## src/rtl/u110_pci_pkg.sv

```systemverilog
// u110_pci_pkg: PCI command codes, target FSM state encoding and default timing constants
package u110_pci_pkg;

    localparam logic [3:0] CMD_MEM_READ       = 4'b0110;
    localparam logic [3:0] CMD_MEM_READ_MULT  = 4'b1100;
    localparam logic [3:0] CMD_MEM_READ_LINE  = 4'b1110;
    localparam logic [3:0] CMD_MEM_WRITE      = 4'b0111;
    localparam logic [3:0] CMD_MEM_WRITE_INV  = 4'b1111;

    localparam int RETRY_CLKS_DEF = 16;
    localparam int CNT_W          = 5;

    typedef enum logic [2:0] {
        ST_IDLE,
        ST_DECODE,
        ST_WAIT_LOCAL,
        ST_DATA,
        ST_RETRY,
        ST_BACKOFF
    } tgt_state_e;

    function automatic logic is_mem_read(input logic [3:0] cmd);
        return cmd inside {CMD_MEM_READ, CMD_MEM_READ_MULT, CMD_MEM_READ_LINE};
    endfunction

    function automatic logic is_mem_write(input logic [3:0] cmd);
        return cmd inside {CMD_MEM_WRITE, CMD_MEM_WRITE_INV};
    endfunction

endpackage

```

## src/rtl/u110_pci_parity.sv

```systemverilog
// u110_pci_parity: even parity over the 32 AD bits and 4 C/BE# bits of a data phase
module u110_pci_parity (
    input  logic [35:0] bits_in,
    output logic        par_out
);

    assign par_out = ^bits_in;

endmodule

```

## src/rtl/u110_pci_target.sv

```systemverilog
// u110_pci_target: single-data-phase PCI memory target bridging into the local request/acknowledge port; PAR generation under U110_PCI_PAR_EN
module u110_pci_target
    import u110_pci_pkg::*;
#(
    parameter logic [31:0] BASE_ADDR  = 32'h4000_0000,
    parameter int          WIN_BITS   = 24,
    parameter int          RETRY_CLKS = RETRY_CLKS_DEF
) (
    input  logic        CLK33,
    input  logic        RESETn,
    input  logic [31:0] AD_IN,
    input  logic [3:0]  CBEn,
    input  logic        FRAMEn,
    input  logic        IRDYn,
    output logic [31:0] AD_OUT,
    output logic        AD_OE,
    output logic        DEVSELn_OUT,
    output logic        TRDYn_OUT,
    output logic        STOPn_OUT,
    output logic        TGT_OE,
    output logic        PAR_OUT,
    output logic        PAR_OE,
    output logic        LREQ,
    output logic        LWRITE,
    output logic [31:0] LADDR,
    output logic [3:0]  LBEn,
    output logic [31:0] LWDATA,
    input  logic [31:0] LRDATA,
    input  logic        LACK,
    output logic        LABORT
);

    // The counter holds the clock index since the address phase; reaching
    // RETRY_CLKS at the next edge forces the Retry.
    localparam logic [CNT_W-1:0] TIMEOUT_CNT = CNT_W'(RETRY_CLKS - 1);

    tgt_state_e        state_q, state_d;
    logic              frame_q, frame_d;
    logic [CNT_W-1:0]  cnt_q, cnt_d;
    logic              lreq_q, lreq_d;
    logic              lwrite_q, lwrite_d;
    logic [31:0]       laddr_q, laddr_d;
    logic [3:0]        lben_q, lben_d;
    logic [31:0]       lwdata_q, lwdata_d;
    logic [31:0]       ad_out_q, ad_out_d;
    logic              labort_q, labort_d;
    logic              claim;
    logic              lack_hit;
    logic              timeout;

    assign claim = (state_q == ST_IDLE) && !FRAMEn && frame_q &&
                   (is_mem_read(CBEn) || is_mem_write(CBEn)) &&
                   (AD_IN[31:WIN_BITS] == BASE_ADDR[31:WIN_BITS]);
    assign lack_hit = lreq_q && LACK;
    assign timeout  = cnt_q >= TIMEOUT_CNT;

    // FSM state register
    always_ff @(posedge CLK33 or negedge RESETn) begin
        if (!RESETn) begin
            state_q <= ST_IDLE;
        end else begin
            state_q <= state_d;
        end
    end

    // Next-state logic; a LACK in the timeout clock still completes normally
    always_comb begin
        state_d = state_q;
        case (state_q)
            ST_IDLE:       state_d = claim ? ST_DECODE : ST_IDLE;
            ST_DECODE:     state_d = ST_WAIT_LOCAL;
            ST_WAIT_LOCAL: state_d = lack_hit ? ST_DATA : (timeout ? ST_RETRY : ST_WAIT_LOCAL);
            ST_DATA:       state_d = ST_BACKOFF;
            ST_RETRY:      state_d = FRAMEn ? ST_BACKOFF : ST_RETRY;
            ST_BACKOFF:    state_d = ST_IDLE;
            default:       state_d = ST_IDLE;
        endcase
    end

    // Datapath and local-port registers
    always_ff @(posedge CLK33 or negedge RESETn) begin
        if (!RESETn) begin
            frame_q  <= 1'b1;
            cnt_q    <= '0;
            lreq_q   <= 1'b0;
            lwrite_q <= 1'b0;
            laddr_q  <= '0;
            lben_q   <= '0;
            lwdata_q <= '0;
            ad_out_q <= '0;
            labort_q <= 1'b0;
        end else begin
            frame_q  <= frame_d;
            cnt_q    <= cnt_d;
            lreq_q   <= lreq_d;
            lwrite_q <= lwrite_d;
            laddr_q  <= laddr_d;
            lben_q   <= lben_d;
            lwdata_q <= lwdata_d;
            ad_out_q <= ad_out_d;
            labort_q <= labort_d;
        end
    end

    // Address latch, local request handshake, read-data capture and saturating counter
    always_comb begin
        frame_d  = FRAMEn;
        cnt_d    = (state_d == ST_IDLE) ? '0 : ((&cnt_q) ? cnt_q : cnt_q + 1'b1);
        lreq_d   = lreq_q;
        lwrite_d = lwrite_q;
        laddr_d  = laddr_q;
        lben_d   = lben_q;
        lwdata_d = lwdata_q;
        ad_out_d = ad_out_q;
        labort_d = 1'b0;
        if (claim) begin
            lwrite_d = is_mem_write(CBEn);
            laddr_d  = {AD_IN[31:2], 2'b00};
        end
        if (state_q == ST_WAIT_LOCAL) begin
            if (lack_hit) begin
                lreq_d   = 1'b0;
                ad_out_d = lwrite_q ? ad_out_q : LRDATA;
            end else if (timeout) begin
                lreq_d   = 1'b0;
                labort_d = lreq_q;
            end else if (!lreq_q && !IRDYn) begin
                lreq_d   = 1'b1;
                lben_d   = CBEn;
                lwdata_d = lwrite_q ? AD_IN : lwdata_q;
            end
        end
    end

    // Pad drive values decoded from the FSM state; STOP# in the data phase follows FRAME#
    always_comb begin
        TGT_OE      = state_q inside {ST_WAIT_LOCAL, ST_DATA, ST_RETRY, ST_BACKOFF};
        DEVSELn_OUT = !(state_q inside {ST_WAIT_LOCAL, ST_DATA, ST_RETRY});
        TRDYn_OUT   = state_q != ST_DATA;
        STOPn_OUT   = !((state_q == ST_DATA && !FRAMEn) || state_q == ST_RETRY);
        AD_OE       = TGT_OE && !lwrite_q;
    end

    assign AD_OUT = ad_out_q;
    assign LREQ   = lreq_q;
    assign LWRITE = lwrite_q;
    assign LADDR  = laddr_q;
    assign LBEn   = lben_q;
    assign LWDATA = lwdata_q;
    assign LABORT = labort_q;

`ifdef U110_PCI_PAR_EN
    logic par_bit;
    logic par_oe_q, par_oe_d;

    u110_pci_parity u_parity (
        .bits_in ({ad_out_q, lben_q}),
        .par_out (par_bit)
    );

    // PAR is driven for the single clock following a read TRDY#
    always_comb begin
        par_oe_d = (state_q == ST_DATA) && !lwrite_q;
    end

    // Parity output-enable register
    always_ff @(posedge CLK33 or negedge RESETn) begin
        if (!RESETn) begin
            par_oe_q <= 1'b0;
        end else begin
            par_oe_q <= par_oe_d;
        end
    end

    assign PAR_OE  = par_oe_q;
    assign PAR_OUT = par_oe_q & par_bit;
`else
    assign PAR_OE  = 1'b0;
    assign PAR_OUT = 1'b0;
`endif

endmodule

```

## config.mk

```make
export PLATFORM = sky130hd
export DESIGN_NAME = u110_pci_target
export DESIGN_NICKNAME = d
export VERILOG_FILES = /design/src/rtl/u110_pci_pkg.sv /design/src/rtl/u110_pci_parity.sv /design/src/rtl/u110_pci_target.sv
export SDC_FILE = /design/constraint.sdc
export NUM_CORES = 1
export LEC_CHECK = 0
export ABC_AREA = 1
export CAP_MARGIN = 10
export CORE_ASPECT_RATIO = 1.4
export CORE_MARGIN = 8
export CORE_UTILIZATION = 39
export CTS_CLUSTER_DIAMETER = 150
export DETAILED_ROUTE_END_ITERATION = 7
export PLACE_DENSITY = 0.75
export SYNTH_ARGS = -nofsm -noshare
export SYNTH_HDL_FRONTEND = slang
export SYNTH_HIERARCHICAL = 1
export SYNTH_SLANG_ARGS = --single-unit
```

## constraint.sdc

```tcl
create_clock -name CLK33 -period 2.1 [get_ports CLK33]
set_clock_uncertainty 0.15 [all_clocks]
set_input_delay 0.525 -clock CLK33 [delete_from_list [all_inputs] [get_ports CLK33]]
set_output_delay 0.525 -clock CLK33 [all_outputs]
set_load 0.01 [all_outputs]
```

==> run_results.csv, run 1 <==
group,metric,value,unit
setup_path,cp_common_cell,"nand2_4",
cells_and_area,final_layout_size_suffix_gt1_share,23.3,%
floorplanning,rows,46,
yosys,synth_cells,408,
placed_design,gp_congestion,0.756,
setup_path,slowest_stage,"dfrtp_1",
setup_path,crit_end,"LWDATA[25]$_DFFE_PN0P_",
cells_and_area,utilization,62.7,%
timing,finalCritPeriodShare,96.4,%
detailed_routing,ant_nets,0,
timing,fmax,494,MHz
yosys,synth-seq-cells,110,
detailed_routing,vias,3516,
detailed_routing,wl_per_cell,16.7,um
setup_path,reg2reg_depth,10,
cells_and_area,fin_nets,685,
setup_path,timing.rr.end,"LWDATA[25]$_DFFE_PN0P_",
floorplanning,die_area,15400,um^2
global_routing,grt_max_degree,65,
global_routing,grt_pass1_wl,18.3,mm
min_path,hp-class,"reg -> reg",
yosys,synth_cell_types,31,
floorplanning,die_w,107,um
power,vdd_drop_max,510,uV
setup_path,critical_path_class,"reg -> reg",
timing,drv_slew,0,
cells_and_area,n_antenna_cell,0,
global_routing,track_usage,15.0,%
detailed_routing,drt_first_pass_iters,4,
setup_path,cpPeakStageDelay,0.39,ns
clocking,cts_made_buffers,9,
timing,finalSetupViolations,0,
setup_path,cp.required,2.18,ns
clocking,clkTransAtPathRegs,0.07,ns
detailed_routing,drt_iter0_drc,98,
power,p_leak,0.00328,uW
setup_path,worstSetupStartpoint,"cnt_q[1]$_DFFE_PN0P_",
run_status,status,"complete, no violations",
timing,whs,0.327,ns
yosys,yosysWarnings,6,
detailed_routing,vias_per_cell,4.64,
power,power_density,952,nW/um^2
clocking,htreeDepth,3,
global_routing,grt_pass1_vias,3595,
floorplanning,die_h,144,um
global_routing,overflow,0,
floorplanning,ios,183,
floorplanning,initial_utilization,40.1,%
yosys,synth_area_per_cell,11.2,um^2
setup_path,r2r_slack,0.08,ns
yosys,ys_seq_area_share,60.5,%
clocking,clock-sinks,110,
timing,tns,0,ns
timing,grt_setup_unrepaired,"yes",
yosys,syn_area,4550,um^2
detailed_routing,drc,0,
run,cap_violations,0,
cells_and_area,syn2layout_area_growth,56.1,%
power,total_power,6760,uW
clocking,ctsLongestPathBuffers,2,
clocking,tritoncts,"built",
cells_and_area,final_cell_area,7100,um^2
timing,min_period,2.02,ns
floorplanning,core,11300,um^2
setup_path,worst_setup_path_start_kind,"flop",
global_routing,antenna_found_initial,0,
placed_design,placed_cell_area,6540,um^2
setup_path,crit_chain,"ha_2, and3_4, ha_4, nor2_4, nand2_4, inv_2, nand3_4, clkbuf_16, nand2_4, o21ai_2",
setup_path,regToRegStartpoint,"cnt_q[1]$_DFFE_PN0P_",
setup_path,arrival,2.10,ns
timing,hold_viol_final,0,
detailed_routing,wl,12.6,mm
setup_path,cp_max_fo,8,
clocking,cts_root_buf,"clkbuf_16",
placed_design,port_buffers,178,
placed_design,dp.final_hpwl,9.01,mm
setup_path,critical_path.endpoint_type,"flop",
clocking,clk_latency,0.33,ns
==> flip-flops by register name, indices dropped and copies added, names as in the netlist <==
name     count
AD_OUT      32
LABORT       1
LADDR       30
LBEn         4
LREQ         1
LWDATA      32
LWRITE       1
cnt_q        5
frame_q      1
state_q      3
==> logic make-up (layout without fill, tap and decap cells) <==
kind of cell / count (synthesis) / in the layout / synth area share (%)
fa+ha+maj: 3 / 3 / 0.825
flops: 110 / 110 / 60.5
simple gates: 120 / 120 / 11.7
mux: 33 / 33 / 8.14
xor+xnor: 3 / 3 / 0.578
other cells: 1 / 4 / 0.0824
buf+inv: 70 / 273 / 7.92
compound gates: 68 / 68 / 10.2
==> final cells by class <==
class | instances | area (um^2)
Fill cell | 912 | 4230
Tap cell | 144 | 180
Clock buffer | 12 | 246
Clock inverter | 4 | 53.8
Multi-Input combinational cell | 231 | 1570
Timing Repair Buffer | 205 | 2110
Inverter | 52 | 195
Sequential cell | 110 | 2760
==> worst min-delay path by stage <==
stage	end	slack, ns	cells after the start	from
floorplan	AD_OUT[0]$_DFFE_PN0P_	0.08	0	RESETn
global placement	LBEn[0]$_DFFE_PN0P_	0.31	2	LBEn[0]$_DFFE_PN0P_
detailed placement	LBEn[0]$_DFFE_PN0P_	0.31	2	LBEn[0]$_DFFE_PN0P_
CTS	LBEn[2]$_DFFE_PN0P_	0.33	2	LBEn[2]$_DFFE_PN0P_
global route	LBEn[2]$_DFFE_PN0P_	0.35	2	LBEn[2]$_DFFE_PN0P_
finish	LBEn[2]$_DFFE_PN0P_	0.33	2	LBEn[2]$_DFFE_PN0P_
==> critical path: cells and delay by family (launching register included) <==
| family | cells | cell delay [ns] |
|---|---|---|
| DFF | 1 | 0.39 |
| AOI/OAI and AO/OA | 1 | 0.04 |
| buffers and inverters | 2 | 0.35 |
| and+or+nand+nor | 5 | 0.62 |
| adders and majority gates | 2 | 0.35 |
==> synth_stat cells <==
library cell	instances	share of area, %
dfrtp_1	109	60
nand2_1	78	6.4
inv_1	49	4.0
mux2_2	32	7.9
o21ai_2	32	6.2
nor2_1	23	1.9
o21ai_0	23	2.5
buf_6	9	2.2
a21oi_1	8	0.88
buf_4	8	1.3
nand3_1	4	0.44
o21ai_1	4	0.44
ha_1	3	0.82
inv_2	3	0.25
nand4_1	3	0.41
xor2_1	3	0.58
nand2_4	2	0.49
nor3_1	2	0.22
a221oi_1	1	0.19
and3_1	1	0.14
clkbuf_1	1	0.082
conb_1	1	0.082
dfstp_2	1	0.58
mux2i_1	1	0.22
nand2_2	1	0.14
nand3_2	1	0.22
nand3_4	1	0.39
nor2_2	1	0.14
nor2_4	1	0.25
nor2_8	1	0.44
or2_1	1	0.14
==> power breakdown <==
group | internal [uW] | switching, uW
registers | 2540 | 219
clock network | 963 | 734
logic | 1340 | 959
==> cell usage in the layout, fill, tap and decap left out, types with 2 or more instances in the layout <==
cell | Yosys | layout
buf_4 | 8 | 17
o21ai_2 | 32 | 32
inv_1 | 49 | 47
clkbuf_1 | 1 | 2
nor2_4 | 1 | 2
buf_12 | 0 | 4
a21oi_1 | 8 | 8
nand2_4 | 2 | 11
inv_2 | 3 | 5
nand2_1 | 78 | 62
nand2_2 | 1 | 8
xor2_1 | 3 | 3
o21ai_1 | 4 | 4
clkbuf_16 | 0 | 12
clkdlybuf4s50_1 | 0 | 172
nand3_1 | 4 | 4
clkdlybuf4s15_1 | 0 | 3
conb_1 | 1 | 4
buf_6 | 9 | 2
mux2_2 | 32 | 32
clkinvlp_4 | 0 | 2
o21ai_0 | 23 | 23
nor3_1 | 2 | 2
nor2_1 | 23 | 20
nor2_2 | 1 | 3
dfrtp_1 | 109 | 108
nand4_1 | 3 | 3
==> routing by layer <==
layer	global-route usage (%)	part of all wire [%]
met4	5.06	1.2
met2	26.1	51
met5	0	0
met3	7.17	11
met1	15.3	36
==> timing repair <==
item,in CTS,in global routing
pin swaps,0,6
hold endpoints to repair,8,0
resized for setup,11,36
setup endpoints to repair,38,41
gates cloned,0,5
buffers inserted,0,5
hold buffers,1,0
==> metrics by stage <==
step           cells  setup slack (ns)
2_1_floorplan    411             0.143
3_3_place_gp     731            -0.276
3_5_place_dp     731            -0.280
4_1_cts          748          -0.00754
5_1_grt          758           -0.0204
6_report         758            0.0751
Note: power is estimated with default switching activity, not from simulation.
==> inputs of run 2 (changes only) <==
--- a/config.mk
+++ b/config.mk
@@ -13,6 +13,7 @@
 export CTS_CLUSTER_DIAMETER = 150
 export DETAILED_ROUTE_END_ITERATION = 7
 export PLACE_DENSITY = 0.75
+export SLEW_MARGIN = 15
 export SYNTH_ARGS = -nofsm -noshare
 export SYNTH_HDL_FRONTEND = slang
 export SYNTH_HIERARCHICAL = 1
==> results of run 2 <==
No change in the layout: final DEF, timing and power equal those of run 1.
==> variant 1: new RTL, settings of run 1 <==
Change the package constant `CNT_W` from 5 to 7.
--- a/src/rtl/u110_pci_pkg.sv
+++ b/src/rtl/u110_pci_pkg.sv
@@ -8,7 +8,7 @@
     localparam logic [3:0] CMD_MEM_WRITE_INV  = 4'b1111;
 
     localparam int RETRY_CLKS_DEF = 16;
-    localparam int CNT_W          = 5;
+    localparam int CNT_W          = 7;
 
     typedef enum logic [2:0] {
         ST_IDLE,
Behaviour: no difference found for any inputs over 10 cycles, from zero or initial values and one cycle with RESETn low; that may be too few to reach the edited logic, so the function may still have changed.
==> variant 1 against run 1 <==
Power is 8.9% higher. Via count is 5.7% higher. Largest cell class unchanged. Final cell count is 4.5% higher. Wire length is 2.4% higher. The run now ends with setup timing left. Critical endpoint is now AD_OE. Area after synthesis hardly changed. Sequential cell count is 2 higher. Global-route usage is 1.1 points higher. Sequential power is 3% higher. Cell area is 0.23% higher. Setup slack worse by 0.22 ns. Count of clock-buffer cells in the layout is 1 lower.
==> variant 1: results (changes against run 1) <==
* Post-route setup TNS at -0.3352 ns (-0.3352 ns)
* Multiplexer share of the synthesized area at 7.921% (-0.22 points)
* Setup Buffers After CTS at 5 (+5)
* Share of cells above drive strength 1 at 20.83% (-2.5 points)
* Sequential cell area fraction in the yosys report at 61.63% (+1.1 points)
* GR Util met2 at 29.09% (+3.0 points)
* Critical path origin: state_q[0]
* Final HPWL DP at 9.654 mm (+7.2%)
* Metal3 WL at 913 um (-34%)
* Wirelength per Cell at 16.34 um (-2.0%)
* Worst-path fanout max at 3 (-5)
* First-pass GRT wire length at 19.71 mm (+7.5%)
* Cells after Synth at 432 (+5.9%)
* Synth top cells by count: dfrtp_1, nand2_1, inv_1, mux2_2, nor2_1
* Crit path max-delay family: flip-flops
* DR vias at 3718 (+5.7%)
* Outcome: finished with violations
* Met1 usage at 17.04% (+1.7 points)
* VDD IR max at 0.4662 mV (-8.7%)
* Largest net degree at the start of global routing at 48 (-26%)
* Hold path startpoint: LWDATA[29]
* Final WL at 12.94 mm (+2.4%)
* Global Route met3 Usage at 4.169% (-3.0 points)
* Synth cell types at 26 (-16%)
* CP arrival at 1.57 ns (-0.53 ns)
* Failing checks: setup timing
* Filler cells at 940 (+3.1%)
* Vias in the first global route at 3935 (+9.5%)
* LEAKAGE at 3.361 nW (+2.5%)
* Synth Area in XOR/XNOR at 0.3850% (-0.19 points)
* Area contributors post-synth: dfrtp_1, nand2_1, mux2_2, o21ai_2, inv_1
* Reg2Reg Capture Point: LWDATA[23]
* Dpl cells at 766 (+4.8%)
* GRT Total Usage at 16.12% (+1.1 points)
* Compound-Gate Fraction of Synth Area at 8.333% (-1.9 points)
* Post-route setup slack at -0.1470 ns (-0.2221 ns)
* Dpl cell area at 0.006679 mm^2 (+2.1%)
* Post-synthesis adder-cell area fraction at 0.2750% (-0.55 points)
* Seq power at 2.83 mW (+3%)
* Nets@finish at 717 (+4.7%)
* GPL Wtd Cong at 0.8116 (+7.4%)
* Clock power frac at 24.1% (-1.0 points)
* Met2 routed WL at 6.867 mm (+5.6%)
* Iteration-0 DRC Markers at 131 (+34%)
* Internal power at 5.181 mW (+6.9%)
* Switching Share at 29.65% (+1.3 points)
* Critical Path Max Stage Delay at 0.45 ns (+0.06 ns)
* Pwr dens at 1034 mW/mm^2 (+8.7%)
* Worst hold endpoint: LWDATA[29]
* # setup viols final at 5 (+5)
==> variant 1: changes by cell type after synthesis, sizes merged, moves of 2 or more <==
cell / before / now
a21oi: 8 / 4
buf: 17 / 15
clkbuf: 1 / 4
dfrtp: 109 / 111
ha: 3 / 1
inv: 52 / 50
nand2: 81 / 99
nand3: 6 / 21
nand4: 3 / 0
nor2: 26 / 33
o21ai: 59 / 53
xnor2: 0 / 2
xor2: 3 / 0
==> variant 1: final cells by class <==
cell class / count / area share, %
clock buffer: 11 / 3.549
clock inverter: 5 / 0.8962
inverter: 51 / 2.776
multi-input combinational: 253 / 20.95
sequential: 112 / 39.38
timing repair buffer: 216 / 29.92
tap: 144 / 2.530
==> variant 1: how the worst max path moves through the flow <==
stage / end / slack [ns] / cells past startpoint
finish: AD_OE / -0.15 / 7
global route: AD_OE / -0.19 / 7
CTS: AD_OE / -0.12 / 7
detailed placement: STOPn_OUT / -0.22 / 4
global placement: STOPn_OUT / -0.23 / 4
floorplan: cnt_q[0] / 0.27 / 9
==> variant 2: new RTL, flow settings as in run 1 <==
Made on the original files. Take the reset off `laddr_q` and load it in a clocked block of its own.
--- a/src/rtl/u110_pci_target.sv
+++ b/src/rtl/u110_pci_target.sv
@@ -84,7 +84,6 @@
             cnt_q    <= '0;
             lreq_q   <= 1'b0;
             lwrite_q <= 1'b0;
-            laddr_q  <= '0;
             lben_q   <= '0;
             lwdata_q <= '0;
             ad_out_q <= '0;
@@ -94,12 +93,15 @@
             cnt_q    <= cnt_d;
             lreq_q   <= lreq_d;
             lwrite_q <= lwrite_d;
-            laddr_q  <= laddr_d;
             lben_q   <= lben_d;
             lwdata_q <= lwdata_d;
             ad_out_q <= ad_out_d;
             labort_q <= labort_d;
         end
+    end
+
+    always_ff @(posedge CLK33) begin
+        laddr_q <= laddr_d;
     end
 
     // Address latch, local request handshake, read-data capture and saturating counter
Check against the original RTL: not equivalent (a bounded check fails within 4 cycles, from zero or initial values and one cycle with RESETn low).
==> variant 2 against run 1 <==
The flow now finishes with violations (hold timing). Area after synthesis down 3.3%. Cell area down 0.35%. Sequential share of layout area up 2.3 points. Power about the same. Via count down 5.5%. Wire length down 0.38%. Sequential cell count unchanged. Setup slack worse by 0.058 ns. Core utilization up 0.74 points. Final cell count down 5.8%. Critical path depth unchanged. Critical path type unchanged.
==> variant 2: results (changes against run 1) <==
* Outcome: finished with violations
* Failing checks: hold timing
* Setup WS pre-CTS at -0.2496 ns (+0.02992 ns)
* Worst Hold Class: primary input to async pin
* Worst-path fanout max at 7 (-1)
* Logic pwr share at 33.8% (-0.3 points)
* Vias per cell at 4.655 (+0.37%)
* Met1 usage at 15.67% (+0.37 points)
* Async SR Flop Fraction at 72.73% (-27 points)
* Fin. Hold Viols at 1 (+1)
* Multiplexer share of the synthesized area at 8.416% (+0.28 points)
* Dpl cell area at 0.006514 mm^2 (-0.38%)
* Largest net degree at the start of global routing at 37 (-43%)
* Area of the multi-input gates at 0.001272 mm^2 (-19%)
* Signal buffers at 218 (+6.3%)
* Filler cells at 873 (-4.3%)
* Metal3 WL at 1.085 mm (-22%)
* Multi-input gates at 180 (-22%)
* Seq power at 2.84 mW (+3%)
* NetSw at 1.971 mW (+3.0%)
* Nets@finish at 641 (-6.4%)
* VDD IR max at 0.6040 mV (+18%)
* DRT met1 WL at 4.333 mm (-5.4%)
* WHS at -0.004241 ns (-0.3308 ns)
* Signal inverters at 46 (-12%)
* DR vias at 3324 (-5.5%)
* Final HPWL DP at 8.874 mm (-1.5%)
* Global Route met3 Usage at 6.037% (-1.1 points)
* Number of enable flip-flop cells after synthesis at 30 (+30)
* Dpl cells at 682 (-6.7%)
* GPL Wtd Cong at 0.7587 (+0.36%)
* Final WL at 12.58 mm (-0.38%)
* Setup Buffers After CTS at 1 (+1)
* Pwr dens at 954.7 mW/mm^2 (+0.32%)
* Compound-Gate Fraction of Synth Area at 8.047% (-2.2 points)
* GRT Total Usage at 15.11% (+0.10 points)
* Sequential cell area fraction in the yosys report at 65.99% (+5.5 points)
* GR Util met2 at 26.85% (+0.72 points)
## variant 2: final timing paths
check,cells after the start,to,from,slack (ns)
min in group CLK33,2,LWDATA[30],LWDATA[30],0.33
setup reg to reg,10,LWDATA[16],cnt_q[1],0.02
setup / recovery,10,LWDATA[16],cnt_q[1],0.02
max in group asynchronous,2,LWRITE,RESETn,1.27
hold / removal,1,LWDATA[12],RESETn,-0.004
hold reg to reg,2,LWDATA[30],LWDATA[30],0.33
## variant 2: worst max-delay path: stages, from the launching register on
cell	delay, ns
dfrtp_1	0.38
ha_2	0.19
and3_4	0.18
ha_1	0.18
nor2_1	0.13
nand2_2	0.09
inv_4	0.09
nand3_4	0.20
clkbuf_16	0.24
nand2_1	0.08
o21ai_2	0.07
## variant 2: kinds of logic after synthesis
logic type,Yosys count
mux,33
other cells,1
buf+inv,59
compound gates,46
simple gates,90
flops,110
xor+xnor,3
fa+ha+maj,3
